**config.mk**
```make
export PLATFORM = sky130hd
export DESIGN_NAME = gravity_timer_flat
export DESIGN_NICKNAME = d
export VERILOG_FILES = /design/src/rtl/gravity_timer_if.sv /design/src/rtl/gravity_timer.sv /design/src/flat_wrapper.sv
export SDC_FILE = /design/constraint.sdc
export NUM_CORES = 1
export LEC_CHECK = 0
export BUFFER_PORTS_ARGS = -buffer_cell sky130_fd_sc_hd__buf_2
export CORE_ASPECT_RATIO = 1.5
export CORE_MARGIN = 2
export CORE_UTILIZATION = 30
export DETAILED_ROUTE_END_ITERATION = 12
export MAX_ROUTING_LAYER = met4
export PLACE_DENSITY = 0.6
export SLEW_MARGIN = 20
export SYNTH_ARGS = -nofsm -noshare
export SYNTH_HDL_FRONTEND = slang
export SYNTH_SLANG_ARGS = --single-unit
```
**constraint.sdc**
```tcl
create_clock -name clk -period 3.6 [get_ports clk]
set_input_delay 0.54 -clock clk [delete_from_list [all_inputs] [get_ports clk]]
set_output_delay 0.54 -clock clk [all_outputs]
set_load 0.05 [all_outputs]
```
**src/rtl/gravity_timer_if.sv**
```systemverilog
// Tick/drop handshake bundle between the gravity timer and the Tetris game FSM.
interface gravity_timer_if #(
  parameter int CNT_W = 8
);
  logic             tick;
  logic [3:0]       level;
  logic             soft_drop;
  logic             pause;
  logic             restart;
  logic             drop_ack;
  logic             drop_req;
  logic [CNT_W-1:0] tick_cnt;
  logic [15:0]      drop_count;
  logic [7:0]       overrun_cnt;

  modport master (
    output tick, level, soft_drop, pause, restart, drop_ack,
    input  drop_req, tick_cnt, drop_count, overrun_cnt
  );

  modport slave (
    input  tick, level, soft_drop, pause, restart, drop_ack,
    output drop_req, tick_cnt, drop_count, overrun_cnt
  );
endinterface

```
**src/rtl/gravity_timer.sv**
```systemverilog
// Turns 0.1 s ticks into held, acknowledged piece-drop requests with level-dependent interval.
// Optional macro GRAVITY_OVERRUN_EN: keep counting in WAIT and count expired intervals.
module gravity_timer #(
  parameter int BASE_TICKS = 10,
  parameter int STEP_TICKS = 1,
  parameter int MIN_TICKS  = 1,
  parameter int SOFT_TICKS = 1,
  parameter int CNT_W      = 8
) (
  input  logic           clk,
  input  logic           rst,
  gravity_timer_if.slave bus
);
  localparam int IW = CNT_W + 5;

  typedef enum logic {ST_RUN, ST_WAIT} state_t;

  state_t           r_state, w_state_next;
  logic [CNT_W-1:0] r_tick_cnt, w_tick_cnt_next;
  logic [15:0]      r_drop_count, w_drop_count_next;

  logic [IW-1:0] w_base, w_dec, w_floor, w_diff, w_hard, w_ivl, w_cnt_inc;
  logic          w_counted, w_expire;

  // Interval math is done wide so a large level never wraps below the floor.
  assign w_base    = IW'(BASE_TICKS);
  assign w_dec     = IW'(bus.level) * IW'(STEP_TICKS);
  assign w_floor   = (MIN_TICKS == 0) ? IW'(1) : IW'(MIN_TICKS);
  assign w_diff    = (w_base > w_dec) ? (w_base - w_dec) : '0;
  assign w_hard    = (w_diff > w_floor) ? w_diff : w_floor;
  assign w_ivl     = bus.soft_drop ? IW'(SOFT_TICKS) : w_hard;
  assign w_cnt_inc = IW'(r_tick_cnt) + IW'(1);
  assign w_expire  = (w_cnt_inc >= w_ivl);
  assign w_counted = bus.tick & ~bus.pause;

`ifdef GRAVITY_OVERRUN_EN
  logic [7:0] r_overrun_cnt, w_overrun_cnt_next;
`endif

  always_comb begin
    w_state_next      = r_state;
    w_tick_cnt_next   = r_tick_cnt;
    w_drop_count_next = r_drop_count;
`ifdef GRAVITY_OVERRUN_EN
    w_overrun_cnt_next = r_overrun_cnt;
`endif
    if (bus.restart) begin
      w_state_next    = ST_RUN;
      w_tick_cnt_next = '0;
    end else begin
      case (r_state)
        ST_RUN: begin
          if (w_counted) begin
            if (w_expire) begin
              w_tick_cnt_next = '0;
              w_state_next    = ST_WAIT;
            end else begin
              w_tick_cnt_next = r_tick_cnt + 1'b1;
            end
          end
        end
        ST_WAIT: begin
`ifdef GRAVITY_OVERRUN_EN
          if (w_counted) begin
            if (w_expire) begin
              w_tick_cnt_next = '0;
              if (r_overrun_cnt != 8'hFF)
                w_overrun_cnt_next = r_overrun_cnt + 8'd1;
            end else begin
              w_tick_cnt_next = r_tick_cnt + 1'b1;
            end
          end
`endif
          if (bus.drop_ack) begin
            w_state_next      = ST_RUN;
            w_drop_count_next = r_drop_count + 16'd1;
          end
        end
        default: w_state_next = ST_RUN;
      endcase
    end
  end

  always_ff @(posedge clk) begin
    if (rst) begin
      r_state      <= ST_RUN;
      r_tick_cnt   <= '0;
      r_drop_count <= '0;
    end else begin
      r_state      <= w_state_next;
      r_tick_cnt   <= w_tick_cnt_next;
      r_drop_count <= w_drop_count_next;
    end
  end

`ifdef GRAVITY_OVERRUN_EN
  always_ff @(posedge clk) begin
    if (rst)
      r_overrun_cnt <= '0;
    else
      r_overrun_cnt <= w_overrun_cnt_next;
  end
  assign bus.overrun_cnt = r_overrun_cnt;
`else
  assign bus.overrun_cnt = '0;
`endif

  assign bus.drop_req   = (r_state == ST_WAIT);
  assign bus.tick_cnt   = r_tick_cnt;
  assign bus.drop_count = r_drop_count;
endmodule

```
**src/flat_wrapper.sv**
```systemverilog
// flat-port wrapper written by rule: the top's interface ports become plain ports
module gravity_timer_flat 
#(
  parameter int BASE_TICKS = 10,
  parameter int STEP_TICKS = 1,
  parameter int MIN_TICKS  = 1,
  parameter int SOFT_TICKS = 1,
  parameter int CNT_W      = 8
)
  (clk, rst, bus_tick, bus_level, bus_soft_drop, bus_pause, bus_restart, bus_drop_ack, bus_drop_req, bus_tick_cnt, bus_drop_count, bus_overrun_cnt);
  gravity_timer_if #(.CNT_W(CNT_W)) bus_i ();
  input  logic clk;
  input  logic rst;
  input wire logic [$bits(bus_i.tick)-1:0] bus_tick;
  input wire logic [$bits(bus_i.level)-1:0] bus_level;
  input wire logic [$bits(bus_i.soft_drop)-1:0] bus_soft_drop;
  input wire logic [$bits(bus_i.pause)-1:0] bus_pause;
  input wire logic [$bits(bus_i.restart)-1:0] bus_restart;
  input wire logic [$bits(bus_i.drop_ack)-1:0] bus_drop_ack;
  output wire logic [$bits(bus_i.drop_req)-1:0] bus_drop_req;
  output wire logic [$bits(bus_i.tick_cnt)-1:0] bus_tick_cnt;
  output wire logic [$bits(bus_i.drop_count)-1:0] bus_drop_count;
  output wire logic [$bits(bus_i.overrun_cnt)-1:0] bus_overrun_cnt;
  assign bus_i.tick = bus_tick;
  assign bus_i.level = bus_level;
  assign bus_i.soft_drop = bus_soft_drop;
  assign bus_i.pause = bus_pause;
  assign bus_i.restart = bus_restart;
  assign bus_i.drop_ack = bus_drop_ack;
  assign bus_drop_req = bus_i.drop_req;
  assign bus_tick_cnt = bus_i.tick_cnt;
  assign bus_drop_count = bus_i.drop_count;
  assign bus_overrun_cnt = bus_i.overrun_cnt;
  gravity_timer #(.BASE_TICKS(BASE_TICKS), .STEP_TICKS(STEP_TICKS), .MIN_TICKS(MIN_TICKS), .SOFT_TICKS(SOFT_TICKS), .CNT_W(CNT_W)) u_core (.clk(clk), .rst(rst), .bus(bus_i));
endmodule
```
==> impl_metrics.toml <==
[run_status]
status = "finished, final reports clean"

[critical_path]
critical_path.top_delay_family = "compound AO/OA/AOI/OAI gates"
slowest_stage = "sky130_fd_sc_hd__or4_4"
cp-start-kind = "input port"
worstPathRequired_ps = 3720
timing.critical_path.from = "bus_level[0]"
reg2reg_launch_point = "u_core.bus.tick_cnt[0]$_SDFFE_PP0P_"
crit_type = "in2reg"
path_common_cell = "sky130_fd_sc_hd__ha_1"
crit_path_cell_trace = "buf_2 -> inv_1 -> ha_1 -> or4_4 -> ha_1 -> nand3_1 -> o21bai_1 -> a311o_2 -> a21boi_0 -> o32ai_1"
critPathCaptureType = "register"
cp.buffers_inverters = 2
critical_path.max_stage_delay_ps = 610
critical_path.max_fanout = 8
worstPathArrival_ps = 3010

[job]
drv_cap = 0

[die]
floorplan_core_area_mm2 = 0.00520
initial_core_util_pct = 31.3
chipWidth_um = 64.2
floorplan.die.height_um = 94.3
std_cell_rows = 32
ioPinCount = 44
design.die.area_mm2 = 0.00606

[routing]
detailedRoute.firstPassIterationCount = 4
drt_iter0_markers = 51
via_per_inst = 4.75
drt_drc_violations_left = 0
avgRoutedWirePerCell_um = 11.2
routed_wl_um = 3320
via_count = 1410
antenna_violating_nets_post_route = 0

[hold_path]
startpoint_of_the_most_critical_hold_path = "u_core.bus.drop_count[15]$_SDFFE_PP0P_"
min-delay-path-class = "reg2reg"

[pwr]
internal_power_component_mw = 0.381
power.density_cell_area_mw_per_mm2 = 276
power.share.clock_pct = 31.5
power.share.switching_pct = 27.0
worst_ir_drop_vdd_v = 0.000126
static-leakage-power_nw = 0.815
sequentialPowerShare_pct = 53.3
power.switching_mw = 0.141
pwr-share-comb_pct = 15.2

[grt]
globalRouteTotalUtil_pct = 11.4
grt_start_max_net_pins = 25
grt_overflow_total = 0
first_pass_grt_wire_length_um = 5460
first_global_vias = 1292
antenna_violations_before_repair = 0

[timing]
worst_slew_slack_as_a_fraction_of_its_limit_pct = 55.5
maxClockFrequency_mhz = 346
slew_viol_final = 0
skew_ps = 3.24
finalSetupViolCount = 0
totalNegativeSetupSlack_ps = 0
finalWorstPathRequiredPeriod_ps = 2890
grt_setup_unrepaired = "no"
final.hold.worst_slack_ps = 496
least_margin_pin_slew_ps = 664
report.final.hold_viol_count = 0
min_period_over_period_pct = 80.2

[clock_network]
cts_setup_buffers = 0
insertion_delay_ps = 260
cts_tree = "built"
h-tree-depth = 1
cts_buffers = 3
post_cts_hold_buffer_count = 0
cts-resized-gates = 0
clk_path_buf_depth = 2
clkSlewWorstSetupHoldPaths_ps = 90
cts.root.buffer_cell = "sky130_fd_sc_hd__clkbuf_8"
clock-sinks = 25

[final_layout]
fill_cell_instance_count_of_the_final_layout = 562
stdcell_count = 297
area_growth_syn_to_layout_pct = 16.1
finish.net_count = 255
post-route-util_pct = 36.4
drive_above_1_share_pct = 21.8
diodes = 0
postLayoutCellArea_mm2 = 0.00189
seqCellArea_um2 = 500
multi_input_logic_area_mm2 = 0.00107

[yosys]
post_synth_edffs = 0
synth_cell_types = 43
async_flop_share_pct = 0
synth_cells = 193
ys_flop_type = "sky130_fd_sc_hd__dfxtp_1"
ys_seq_elements = 25
synth_area_mm2 = 0.00163
synth_warn = 0
share_of_synthesized_area_occupied_by_flip_flops_and_latches_pct = 30.7
syn_area_per_cell_um2 = 8.45

[place]
place_hpwl_um = 2590
place_area_mm2 = 0.00185
port-buffer-count = 35
gp_congestion = 0.768
placedCellCount = 293
==> registers in the layout, summed over array words and instances, names as in the netlist <==
name and cells:
u_core.bus.drop_req 1, u_core.bus.tick_cnt 8, u_core.bus.drop_count 16
==> through the flow <==
| stage | power, mW | worst slack, ps |
|---|---|---|
| 3_5_place_dp | 0.364 | 435 |
| 4_1_cts | 0.527 | 730 |
| 3_3_place_gp | 0.364 | 493 |
| 2_1_floorplan | 0.350 | 733 |
| 6_report | 0.522 | 713 |
| 5_1_grt | 0.544 | 560 |
==> synth_stat cells, drive strengths merged, types with 4 or more instances <==
library cell | n | area share (%)
a21oi | 8 | 2.7
buf | 10 | 4.4
dfxtp | 25 | 31
ha | 14 | 11
nand2 | 16 | 3.7
nand3 | 12 | 3.7
nand4 | 7 | 2.7
nor2 | 24 | 5.5
nor4 | 8 | 3.1
o21ai | 4 | 1.5
xnor2 | 9 | 4.8
xor2 | 17 | 9.1
==> final timing paths <==
check	end	slack (ps)	cells after the start
setup / recovery	u_core.bus.tick_cnt[0]$_SDFFE_PP0P_	710	10
hold / removal	u_core.bus.drop_count[15]$_SDFFE_PP0P_	500	2
setup reg to reg	u_core.bus.tick_cnt[7]$_SDFFE_PP0P_	870	11
hold reg to reg	u_core.bus.drop_count[15]$_SDFFE_PP0P_	500	2
==> worst register-to-register path, cell delays in order, from the launching register on <==
cell	delay (ps)
sky130_fd_sc_hd__dfxtp_1	460
sky130_fd_sc_hd__ha_1	250
sky130_fd_sc_hd__nand3_1	150
sky130_fd_sc_hd__nor2_1	240
sky130_fd_sc_hd__xor2_1	100
sky130_fd_sc_hd__ha_1	300
sky130_fd_sc_hd__nand3_1	110
sky130_fd_sc_hd__nor3_1	200
sky130_fd_sc_hd__buf_4	160
sky130_fd_sc_hd__and2b_2	220
sky130_fd_sc_hd__a21oi_2	320
sky130_fd_sc_hd__nor4_1	100
==> kinds of logic after synthesis <==
| family | after synthesis | synth area share (%) |
|---|---|---|
| AND/OR/NAND/NOR | 89 | 28.8 |
| XOR/XNOR | 26 | 14.0 |
| flip-flops | 25 | 30.7 |
| adder cells (fa/ha/maj) | 14 | 10.7 |
| AO/OA/AOI/OAI | 23 | 9.66 |
| buffers and inverters | 14 | 5.37 |
| multiplexers | 1 | 0.614 |
| other | 1 | 0.230 |
==> layer usage <==
layer  vias up  global-route usage [%]  wire (um)
met5         -                       -          0
met2        28                    22.0       1690
li1        737                       -          -
met4         0                    3.72         19
met3         2                    1.56        115
met1       643                    11.6       1500
==> power by group through the flow <==
stage	logic, mW	registers [mW]	clock network, mW
after detailed placement	0.0795	0.285	0
after global placement	0.0794	0.285	0
after floorplan	0.0629	0.288	0
final	0.0795	0.278	0.164
after CTS	0.0798	0.278	0.169
after global routing	0.0865	0.279	0.179
==> layout make-up <==
| class | instances | share of cell area [%] |
|---|---|---|
| multi-input combinational | 161 | 56.5 |
| sequential | 25 | 26.4 |
| timing repair buffer | 36 | 9.64 |
| tap | 68 | 4.49 |
| clock buffer | 4 | 2.38 |
| inverter | 3 | 0.594 |
==> placed cells by master, fill, tap and decap left out, types with 7 or more instances in the layout <==
master | synthesis | final
sky130_fd_sc_hd__xnor2_1 | 9 | 9
sky130_fd_sc_hd__nand4_1 | 7 | 7
sky130_fd_sc_hd__nand2_1 | 16 | 16
sky130_fd_sc_hd__ha_1 | 14 | 14
sky130_fd_sc_hd__nand3_1 | 12 | 12
sky130_fd_sc_hd__xor2_1 | 17 | 17
sky130_fd_sc_hd__nor2_1 | 24 | 24
sky130_fd_sc_hd__conb_1 | 1 | 8
sky130_fd_sc_hd__buf_2 | 1 | 35
sky130_fd_sc_hd__a21oi_1 | 7 | 7
sky130_fd_sc_hd__dfxtp_1 | 25 | 25
sky130_fd_sc_hd__nor4_1 | 8 | 8
Power figures use the tool's default switching activity.
